==> config.mk <==
export PLATFORM = sky130hd
export DESIGN_NAME = clint_timer_ctrl_flat
export DESIGN_NICKNAME = d
export VERILOG_FILES = /design/src/rtl/clint_timer_ctrl_if.sv /design/src/rtl/clint_timer_ctrl.sv /design/src/flat_wrapper.sv
export SDC_FILE = /design/constraint.sdc
export NUM_CORES = 1
export LEC_CHECK = 0
export CORE_ASPECT_RATIO = 1.25
export CORE_MARGIN = 1.5
export CORE_UTILIZATION = 51
export DETAILED_ROUTE_END_ITERATION = 12
export GPL_ROUTABILITY_DRIVEN = 0
export GPL_TIMING_DRIVEN = 0
export PLACE_DENSITY = 0.77
export SYNTH_ARGS = -nofsm -noshare
export SYNTH_HDL_FRONTEND = slang
export SYNTH_SLANG_ARGS = --single-unit
==> constraint.sdc <==
create_clock -name clk -period 2.5 [get_ports clk]
set_clock_uncertainty 0.2 [all_clocks]
set_input_delay 0.5 -clock clk [delete_from_list [all_inputs] [get_ports clk]]
set_output_delay 0.5 -clock clk [all_outputs]
set_load 0.05 [all_outputs]
==> src/rtl/clint_timer_ctrl_if.sv <==
// Register-bus bundle between the core MMIO fabric and the machine-timer block.
// The master drives requests. The slave answers with exactly one response per accepted request.
// ready stays low while a response is outstanding.
interface clint_timer_ctrl_if;
  logic        bus_req;
  logic        bus_we;
  logic [4:0]  bus_addr;
  logic [31:0] bus_wdata;
  logic        bus_ready;
  logic        bus_rsp_valid;
  logic [31:0] bus_rdata;
  logic        bus_err;

  modport master (
    output bus_req, bus_we, bus_addr, bus_wdata,
    input  bus_ready, bus_rsp_valid, bus_rdata, bus_err
  );

  modport slave (
    input  bus_req, bus_we, bus_addr, bus_wdata,
    output bus_ready, bus_rsp_valid, bus_rdata, bus_err
  );
endinterface

==> src/rtl/clint_timer_ctrl.sv <==
// Machine timer: mtime/mtimecmp/prescaler/msip with a 32-bit register bus and registered irqs.
// Latency: a bus response arrives one clk after accept, and irqs follow their condition by one clk.
// Backpressure: bus_ready is low during the response cycle, so at most one access is accepted every 2 clks.
module clint_timer_ctrl #(
  parameter int DIV_W     = 8,
  parameter int RESET_DIV = 0
) (
  input  logic                clk,
  input  logic                rst_n,
  clint_timer_ctrl_if.slave   bus,
  output logic [63:0]         mtime_o,
  output logic                timer_irq,
  output logic                soft_irq
);

  localparam logic [DIV_W-1:0] RST_DIV = DIV_W'(RESET_DIV);

  logic [63:0]      mtime_q, mtime_d;
  logic [63:0]      cmp_q;
  logic             en_q, irq_en_q, msip_q;
  logic [DIV_W-1:0] div_q;
  logic [DIV_W-1:0] cnt_q, cnt_d;
  logic [31:0]      hi_shadow_q;
  logic             rsp_vld_q, err_q, tirq_q, sirq_q;
  logic [31:0]      rdata_q;

  logic             accept, addr_err, tick;
  logic             wr_lo, wr_hi, wr_clo, wr_chi, wr_ctrl, wr_msip, rd_lo;
  logic [31:0]      rd_dat, ctrl_rd;

  assign bus.bus_ready     = ~rsp_vld_q;
  assign bus.bus_rsp_valid = rsp_vld_q;
  assign bus.bus_rdata     = rdata_q;
  assign bus.bus_err       = err_q;
  assign mtime_o           = mtime_q;
  assign timer_irq         = tirq_q;
  assign soft_irq          = sirq_q;

  assign accept = bus.bus_req & ~rsp_vld_q;
  assign tick   = en_q & (cnt_q == div_q);

  // Address decode, write strobes and read mux for the accepted access
  always_comb begin
    addr_err = (bus.bus_addr[1:0] != 2'b00) || (bus.bus_addr > 5'h14);
    wr_lo    = 1'b0;
    wr_hi    = 1'b0;
    wr_clo   = 1'b0;
    wr_chi   = 1'b0;
    wr_ctrl  = 1'b0;
    wr_msip  = 1'b0;
    rd_lo    = 1'b0;
    ctrl_rd  = '0;
    ctrl_rd[8 +: DIV_W] = div_q;
    ctrl_rd[1] = irq_en_q;
    ctrl_rd[0] = en_q;
    rd_dat   = '0;
    if (accept && !addr_err) begin
      case (bus.bus_addr[4:2])
        3'd0: begin
          wr_lo  = bus.bus_we;
          rd_lo  = ~bus.bus_we;
          rd_dat = mtime_q[31:0];
        end
        3'd1: begin
          wr_hi  = bus.bus_we;
          rd_dat = hi_shadow_q;
        end
        3'd2: begin
          wr_clo = bus.bus_we;
          rd_dat = cmp_q[31:0];
        end
        3'd3: begin
          wr_chi = bus.bus_we;
          rd_dat = cmp_q[63:32];
        end
        3'd4: begin
          wr_ctrl = bus.bus_we;
          rd_dat  = ctrl_rd;
        end
        default: begin
          wr_msip = bus.bus_we;
          rd_dat  = {31'd0, msip_q};
        end
      endcase
      if (bus.bus_we) rd_dat = '0;
    end
  end

  // mtime next value: a bus write to either half overrides the tick increment
  always_comb begin
    mtime_d = tick ? mtime_q + 64'd1 : mtime_q;
    if (wr_lo) mtime_d = {mtime_q[63:32], bus.bus_wdata};
    if (wr_hi) mtime_d = {bus.bus_wdata, mtime_q[31:0]};
    cnt_d = cnt_q;
    if (wr_ctrl)   cnt_d = '0;
    else if (en_q) cnt_d = tick ? '0 : cnt_q + DIV_W'(1);
  end

  // Timer state, control registers and atomic-read shadow
  always_ff @(posedge clk or negedge rst_n) begin
    if (!rst_n) begin
      mtime_q     <= '0;
      cmp_q       <= '1;
      en_q        <= 1'b0;
      irq_en_q    <= 1'b0;
      div_q       <= RST_DIV;
      msip_q      <= 1'b0;
      cnt_q       <= '0;
      hi_shadow_q <= '0;
    end else begin
      mtime_q <= mtime_d;
      cnt_q   <= cnt_d;
      if (wr_clo) cmp_q[31:0]  <= bus.bus_wdata;
      if (wr_chi) cmp_q[63:32] <= bus.bus_wdata;
      if (wr_ctrl) begin
        en_q     <= bus.bus_wdata[0];
        irq_en_q <= bus.bus_wdata[1];
        div_q    <= bus.bus_wdata[8 +: DIV_W];
      end
      if (wr_msip) msip_q <= bus.bus_wdata[0];
      if (rd_lo) hi_shadow_q <= mtime_q[63:32];
    end
  end

  // Single-cycle bus response and registered interrupt outputs
  always_ff @(posedge clk or negedge rst_n) begin
    if (!rst_n) begin
      rsp_vld_q <= 1'b0;
      rdata_q   <= '0;
      err_q     <= 1'b0;
      tirq_q    <= 1'b0;
      sirq_q    <= 1'b0;
    end else begin
      rsp_vld_q <= accept;
      rdata_q   <= rd_dat;
      err_q     <= accept & addr_err;
      tirq_q    <= irq_en_q & (mtime_q >= cmp_q);
      sirq_q    <= msip_q;
    end
  end

endmodule

==> src/flat_wrapper.sv <==
// flat-port wrapper written by rule: the top's interface ports become plain ports
module clint_timer_ctrl_flat 
#(
  parameter int DIV_W     = 8,
  parameter int RESET_DIV = 0
)
  (clk, rst_n, mtime_o, timer_irq, soft_irq, bus_bus_req, bus_bus_we, bus_bus_addr, bus_bus_wdata, bus_bus_ready, bus_bus_rsp_valid, bus_bus_rdata, bus_bus_err);
  clint_timer_ctrl_if bus_i ();
  input  logic clk;
  input  logic rst_n;
  output logic [63:0] mtime_o;
  output logic timer_irq;
  output logic soft_irq;
  input wire logic [$bits(bus_i.bus_req)-1:0] bus_bus_req;
  input wire logic [$bits(bus_i.bus_we)-1:0] bus_bus_we;
  input wire logic [$bits(bus_i.bus_addr)-1:0] bus_bus_addr;
  input wire logic [$bits(bus_i.bus_wdata)-1:0] bus_bus_wdata;
  output wire logic [$bits(bus_i.bus_ready)-1:0] bus_bus_ready;
  output wire logic [$bits(bus_i.bus_rsp_valid)-1:0] bus_bus_rsp_valid;
  output wire logic [$bits(bus_i.bus_rdata)-1:0] bus_bus_rdata;
  output wire logic [$bits(bus_i.bus_err)-1:0] bus_bus_err;
  assign bus_i.bus_req = bus_bus_req;
  assign bus_i.bus_we = bus_bus_we;
  assign bus_i.bus_addr = bus_bus_addr;
  assign bus_i.bus_wdata = bus_bus_wdata;
  assign bus_bus_ready = bus_i.bus_ready;
  assign bus_bus_rsp_valid = bus_i.bus_rsp_valid;
  assign bus_bus_rdata = bus_i.bus_rdata;
  assign bus_bus_err = bus_i.bus_err;
  clint_timer_ctrl #(.DIV_W(DIV_W), .RESET_DIV(RESET_DIV)) u_core (.clk(clk), .rst_n(rst_n), .bus(bus_i), .mtime_o(mtime_o), .timer_irq(timer_irq), .soft_irq(soft_irq));
endmodule
== After elaboration in Yosys (flattened, before gate mapping) ==
Index checks and enable logic that the tools add are counted.

* Register bits: 215
* Input port bits: 41
* Logic and storage cells: 66

* $add $sub $neg: 2
* $lt $le $gt $ge: 2
* Equal/unequal tests: 6
* Mux-type cells: 23
* Bitwise gates (word level): 7
* Reductions and logical operators: 11

{| class="wikitable"
|+ Operators with widths
! cell !! number
|-
| 64-bit 2-to-1 mux || 3
|-
| 32-bit case mux with 5 select lines || 1
|-
| 64-bit by 1-bit adder with 64-bit output (second input constant) || 1
|-
| 64-bit greater-or-equal comparator || 1
|-
| 32-bit 2-to-1 mux || 2
|-
| 8-bit 2-to-1 mux || 3
|-
| 1-bit 2-to-1 mux || 14
|-
| 8-bit by 1-bit adder with 8-bit output (second input constant) || 1
|-
| 8-bit equality test || 1
|-
| 2-bit nonzero test || 4
|-
| 3-bit by 2-bit equality test with 1-bit output (second input constant) || 2
|-
| 5-bit > comparator (second input constant) || 1
|-
| 5-bit OR reduction || 1
|-
| 1-bit bitwise AND || 4
|-
| 2-bit AND reduction || 2
|-
| 3-bit by 1-bit equality test with 1-bit output (second input constant) || 1
|-
| 3-bit equality test (second input constant) || 1
|-
| 3-bit logical NOT || 1
|-
| 1-bit NOT || 3
|-
| 2-bit != test (second input constant) || 1
|-
| 1-bit logical AND || 1
|-
| 1-bit logical NOT || 1
|-
| 1-bit logical OR || 1
|}

== Depth between registers and ports, before layout ==
* Depth after elaboration: 7
* Mapped depth: 10

== Least setup slack after synthesis ==
OpenSTA, ideal clock, no wires.

* Kind: reg-to-reg
* Start: register u_core.mtime_q[18] (netlist: u_core.mtime_o[18])
* End: register u_core.mtime_q[52] (netlist: u_core.mtime_o[52])
* Library setup time: 126 ps
* Arrival time: 2489 ps
* Required time: 2174 ps
* Setup slack: -315 ps
* Cell stages (with the launch flop): 8
* Period minus slack after synthesis: 2815 ps
* Path through: dfrtp_1 nand3_2 or4_4 buf_6 nor3_4 nand4_1 a21o_1 a221o_1

* Word-level cells in the longest chain between the ends: 4

{| class="wikitable"
|+ RTL lines
! element !! line !! text
|-
| start, declared || clint_timer_ctrl.sv:18 || <nowiki>logic [63:0] mtime_q, mtime_d;</nowiki>
|-
| start signal, assigned || clint_timer_ctrl.sv:111 || <nowiki>mtime_q <= mtime_d;</nowiki>
|-
| 64-bit by 1-bit adder with 64-bit output || clint_timer_ctrl.sv:91 || <nowiki>mtime_d = tick ? mtime_q + 64'd1 : mtime_q;</nowiki>
|-
| 64-bit 2-to-1 mux || clint_timer_ctrl.sv:91 ||
|-
| 64-bit 2-to-1 mux || clint_timer_ctrl.sv:92 || <nowiki>if (wr_lo) mtime_d = {mtime_q[63:32], bus.bus_wdata};</nowiki>
|-
| 64-bit 2-to-1 mux || clint_timer_ctrl.sv:93 || <nowiki>if (wr_hi) mtime_d = {bus.bus_wdata, mtime_q[31:0]};</nowiki>
|}

Every way passes these cells. The select of a mux whose other input is x is not followed.
A chain may end at the register's enable or synchronous reset.

== Worst setup path after layout ==
* Start: register u_core.cmp_q[7]
* End: register u_core.tirq_q (netlist: u_core.timer_irq)

* Word-level cells in the longest chain between the ends: 2

{| class="wikitable"
|+ RTL lines
! element !! line !! text
|-
| start, declared || clint_timer_ctrl.sv:19 || <nowiki>logic [63:0] cmp_q;</nowiki>
|-
| start signal, assigned || clint_timer_ctrl.sv:113 || <nowiki>if (wr_clo) cmp_q[31:0] <= bus.bus_wdata;</nowiki>
|-
| 64-bit greater-or-equal comparator || clint_timer_ctrl.sv:137 || <nowiki>tirq_q <= irq_en_q & (mtime_q >= cmp_q);</nowiki>
|-
| 1-bit bitwise AND || clint_timer_ctrl.sv:137 ||
|-
| end signal, assigned || clint_timer_ctrl.sv:137 ||
|-
| end, declared || clint_timer_ctrl.sv:24 || <nowiki>logic rsp_vld_q, err_q, tirq_q, sirq_q;</nowiki>
|}

Every way passes these cells.

==> out/results.ini <==
[yosys]
synth_fp_nets = 1285
yosys-top-cells-count = dfrtp_1 (151), mux2_2 (106), nand2_1 (81)
ys_seq_elements = 215
synth_cell_types = 58
synth_edf_count = 0
synth_area_um2 = 12000
async_flop_share_pct = 100
synthMostInstantiatedCell = dfrtp_1
synthFlopType = dfrtp_1
synth_cells = 1178
synthTopCellsByArea = dfrtp_1 (31%), dfstp_2 (14%), mux2_2 (9.9%)
synth_top_area_share_pct = 31.4
synth_area_leader_cell = dfrtp_1
yosysSeqAreaShare_pct = 45.3
syn_avg_cell_area_um2 = 10.2
ys_warn_count = 0

[sta]
slew_headroom_pct = 34.3
rsz0062_at_grt = yes
finalSetupViolCount = 10
fin_hold_ws_ps = 213
setup_ws_ps = -97.8
hold_viol = 0
drv_slew = 0
worst_pin_slew_ps = 985
clock.fmax_mhz = 385
min_period_ps = 2600
finalCritPeriodShare_pct = 104

[die]
die_height_um = 175
num_io_pins = 142
start_util_pct = 52.1
dieArea_um2 = 24600
core_um2 = 23100
row_count = 62
die_width_um = 140

[finish]
antennaDiodeCount = 0
seq_area_um2 = 5500
multi_input_area_um2 = 6480
nFillCells = 1729
area_delta_synth_final_pct = 30.3
finalNetCount = 1513
final_core_util_pct = 67.9
drive_gt1_share_pct = 30.7
stdcell_area_um2 = 15700

[power_and_ir_drop]
vdd_drop_max_v = 0.000536
clkPwrFrac_pct = 29.7
p_sw_uw = 4100
p_comb_share_pct = 30.3
internal-power_uw = 7140
cellPowerDensity_nw_per_um2 = 716
leakage_uw = 0.00706
swShare_pct = 36.5
pwr-share-seq_pct = 39.9

[setup_path]
crit_chain = inv_2 -> ha_4 -> and4_4 -> o21ai_2 -> or4_4 -> o2111ai_4 -> a211oi_2 -> o31ai_2
crit_fanout = 3
worstPathRequired_ps = 2710
crit_path_start_kind = flop
critPathKind = reg2reg
max_stage_delay_ps = 560
cp.arrival_ps = 2810
end_kind = flop
crit_slowest_cell = or4_4

[global_route]
antenna_found_initial = 1
grt_pass1_vias = 10600
grt_max_degree = 85
grt_pass1_wl_um = 61000
gr-total-overflow = 0
grt.total_usage_pct = 32.6

[cts]
clk_pin_slew_worst_paths_ps = 70
cts_tree = built
cts_sinks = 215
clockRootBuffer = clkbuf_16
worstSkewPairLatency_ps = 540
cts-htree-levels = 1
cts_made_buffers = 23
clk_path_buf_depth = 3

[route]
ant_nets = 0
wirelength_um = 41500
routed-via-count = 11000
avgRoutedWirePerCell_um = 24.3
vias_per_cell = 6.44
drt_iter0_drc = 1426
firstDrtPassIters = 6
drc = 0

[outcome]
outcome = finished, violations left
violations = setup timing

[hold_path]
hold_class = reg2reg

[job]
max_cap_violations = 0

[placement]
placed_area_um2 = 13900
port_buffers = 139
hpwl_um = 27800

==> cells by family (layout without fill, tap and decap cells) <==
logic type | Yosys count | after routing | synth area share (%)
and+or+nand+nor | 356 | 356 | 15.5
DFF | 215 | 215 | 45.3
AOI/OAI and AO/OA | 214 | 214 | 11.3
buffers and inverters | 142 | 386 | 4.96
muxes | 133 | 133 | 12.3
adders and majority gates | 66 | 66 | 6.86
xor gates and xnor gates | 52 | 52 | 3.78
==> timing repair <==
action / in CTS / in global routing
hold buffers: 1 / 0
endpoints found under the setup margin: 238 / 183
gates resized for setup: 132 / 103
gates cloned: 0 / 1
hold endpoints to repair: 42 / 0
pin swaps: 16 / 23
buffers inserted: 28 / 39
==> worst max-delay path, delay by kind of cell, from the launching register on <==
family | cells | cell delay (ps)
and+or+nand+nor | 2 | 780
AOI/OAI and AO/OA | 4 | 640
DFF | 1 | 550
buffers and inverters | 1 | 50
adders and majority gates | 1 | 260
==> cell usage in the layout, fill, tap and decap left out, types with 6 or more instances in the layout <==
cell type / count
nor2_1: 70
or4_1: 7
nor4_4: 10
a21o_1: 11
ha_4: 8
clkdlybuf4s50_1: 83
inv_2: 7
dfrtp_1: 119
mux2i_1: 26
nor4_2: 6
inv_1: 71
dlygate4sd2_1: 46
nand3_1: 38
nor3_1: 21
and3_1: 18
dfrtp_2: 32
dfstp_2: 64
clkbuf_16: 23
and4_1: 7
xor2_1: 28
mux2_2: 106
clkbuf_8: 10
buf_6: 12
o21ai_0: 54
nand3_2: 6
nand4_1: 37
a21oi_1: 61
a22oi_1: 21
clkbuf_1: 22
a221oi_1: 26
xnor2_1: 24
clkbuf_2: 19
dlymetal6s2s_1: 7
ha_1: 56
nand2_1: 78
buf_4: 69
==> metal layers <==
metal  global-route usage, %  share of wire, %
met3                    7.59                11
met4                    18.8               6.6
met2                    52.6                47
met1                    40.2                36
met5                    1.01             0.027
==> flip-flops by register name (all words and copies together) (netlist names) <==
register	flops
u_core.cnt_q	8
u_core.en_q	1
u_core.bus.bus_rdata	32
u_core.msip_q	1
u_core.soft_irq	1
u_core.timer_irq	1
u_core.bus.bus_err	1
u_core.irq_en_q	1
u_core.hi_shadow_q	32
u_core.cmp_q	64
u_core.div_q	8
u_core.bus.bus_rsp_valid	1
u_core.mtime_o	64
==> through the flow <==
step	cells	TNS, ps	power (uW)	setup slack, ps
finish	1710	-446	11200	-97.8
global route	1710	-872	11700	-117
CTS	1672	-27.3	10900	-9.61
detailed placement	1607	-168330	7460	-1310
global placement	1605	-1779390	7380	-9070
floorplan	1178	-192	6240	-64.6
==> cell type report <==
cell class	count	area share, %
Multi-Input combinational cell	821	41.3
Sequential cell	215	35.1
Timing Repair Buffer	210	12.4
Clock buffer	39	4.50
Buffer	57	2.49
Tap cell	288	2.30
Inverter	78	1.87
Clock inverter	2	0.0877
==> path summary, 6_finish.rpt <==
path,startpoint,to,slack (ps),cells past startpoint
setup / recovery,u_core.cmp_q[7]$_DFFE_PN1P_,u_core.timer_irq$_DFF_PN0_,-100,8
setup reg to reg,u_core.cmp_q[7]$_DFFE_PN1P_,u_core.timer_irq$_DFF_PN0_,-100,8
hold reg to reg,u_core.msip_q$_DFFE_PN0P_,u_core.soft_irq$_DFF_PN0_,210,0
min in group asynchronous,rst_n,u_core.cnt_q[4]$_DFFE_PN0P_,290,2
hold / removal,u_core.msip_q$_DFFE_PN0P_,u_core.soft_irq$_DFF_PN0_,210,0
max in group asynchronous,rst_n,u_core.cmp_q[22]$_DFFE_PN1P_,1010,3
==> power by group through the flow <==
stage / Sequential [uW] / Clock (uW) / Combinational, uW
floorplan: 5000 / 0 / 1240
global route: 4520 / 3500 / 3620
global placement: 4520 / 0 / 2860
CTS: 4470 / 3340 / 3110
finish: 4490 / 3340 / 3410
detailed placement: 4530 / 0 / 2930
No activity file was read; power rests on OpenSTA's default activity.
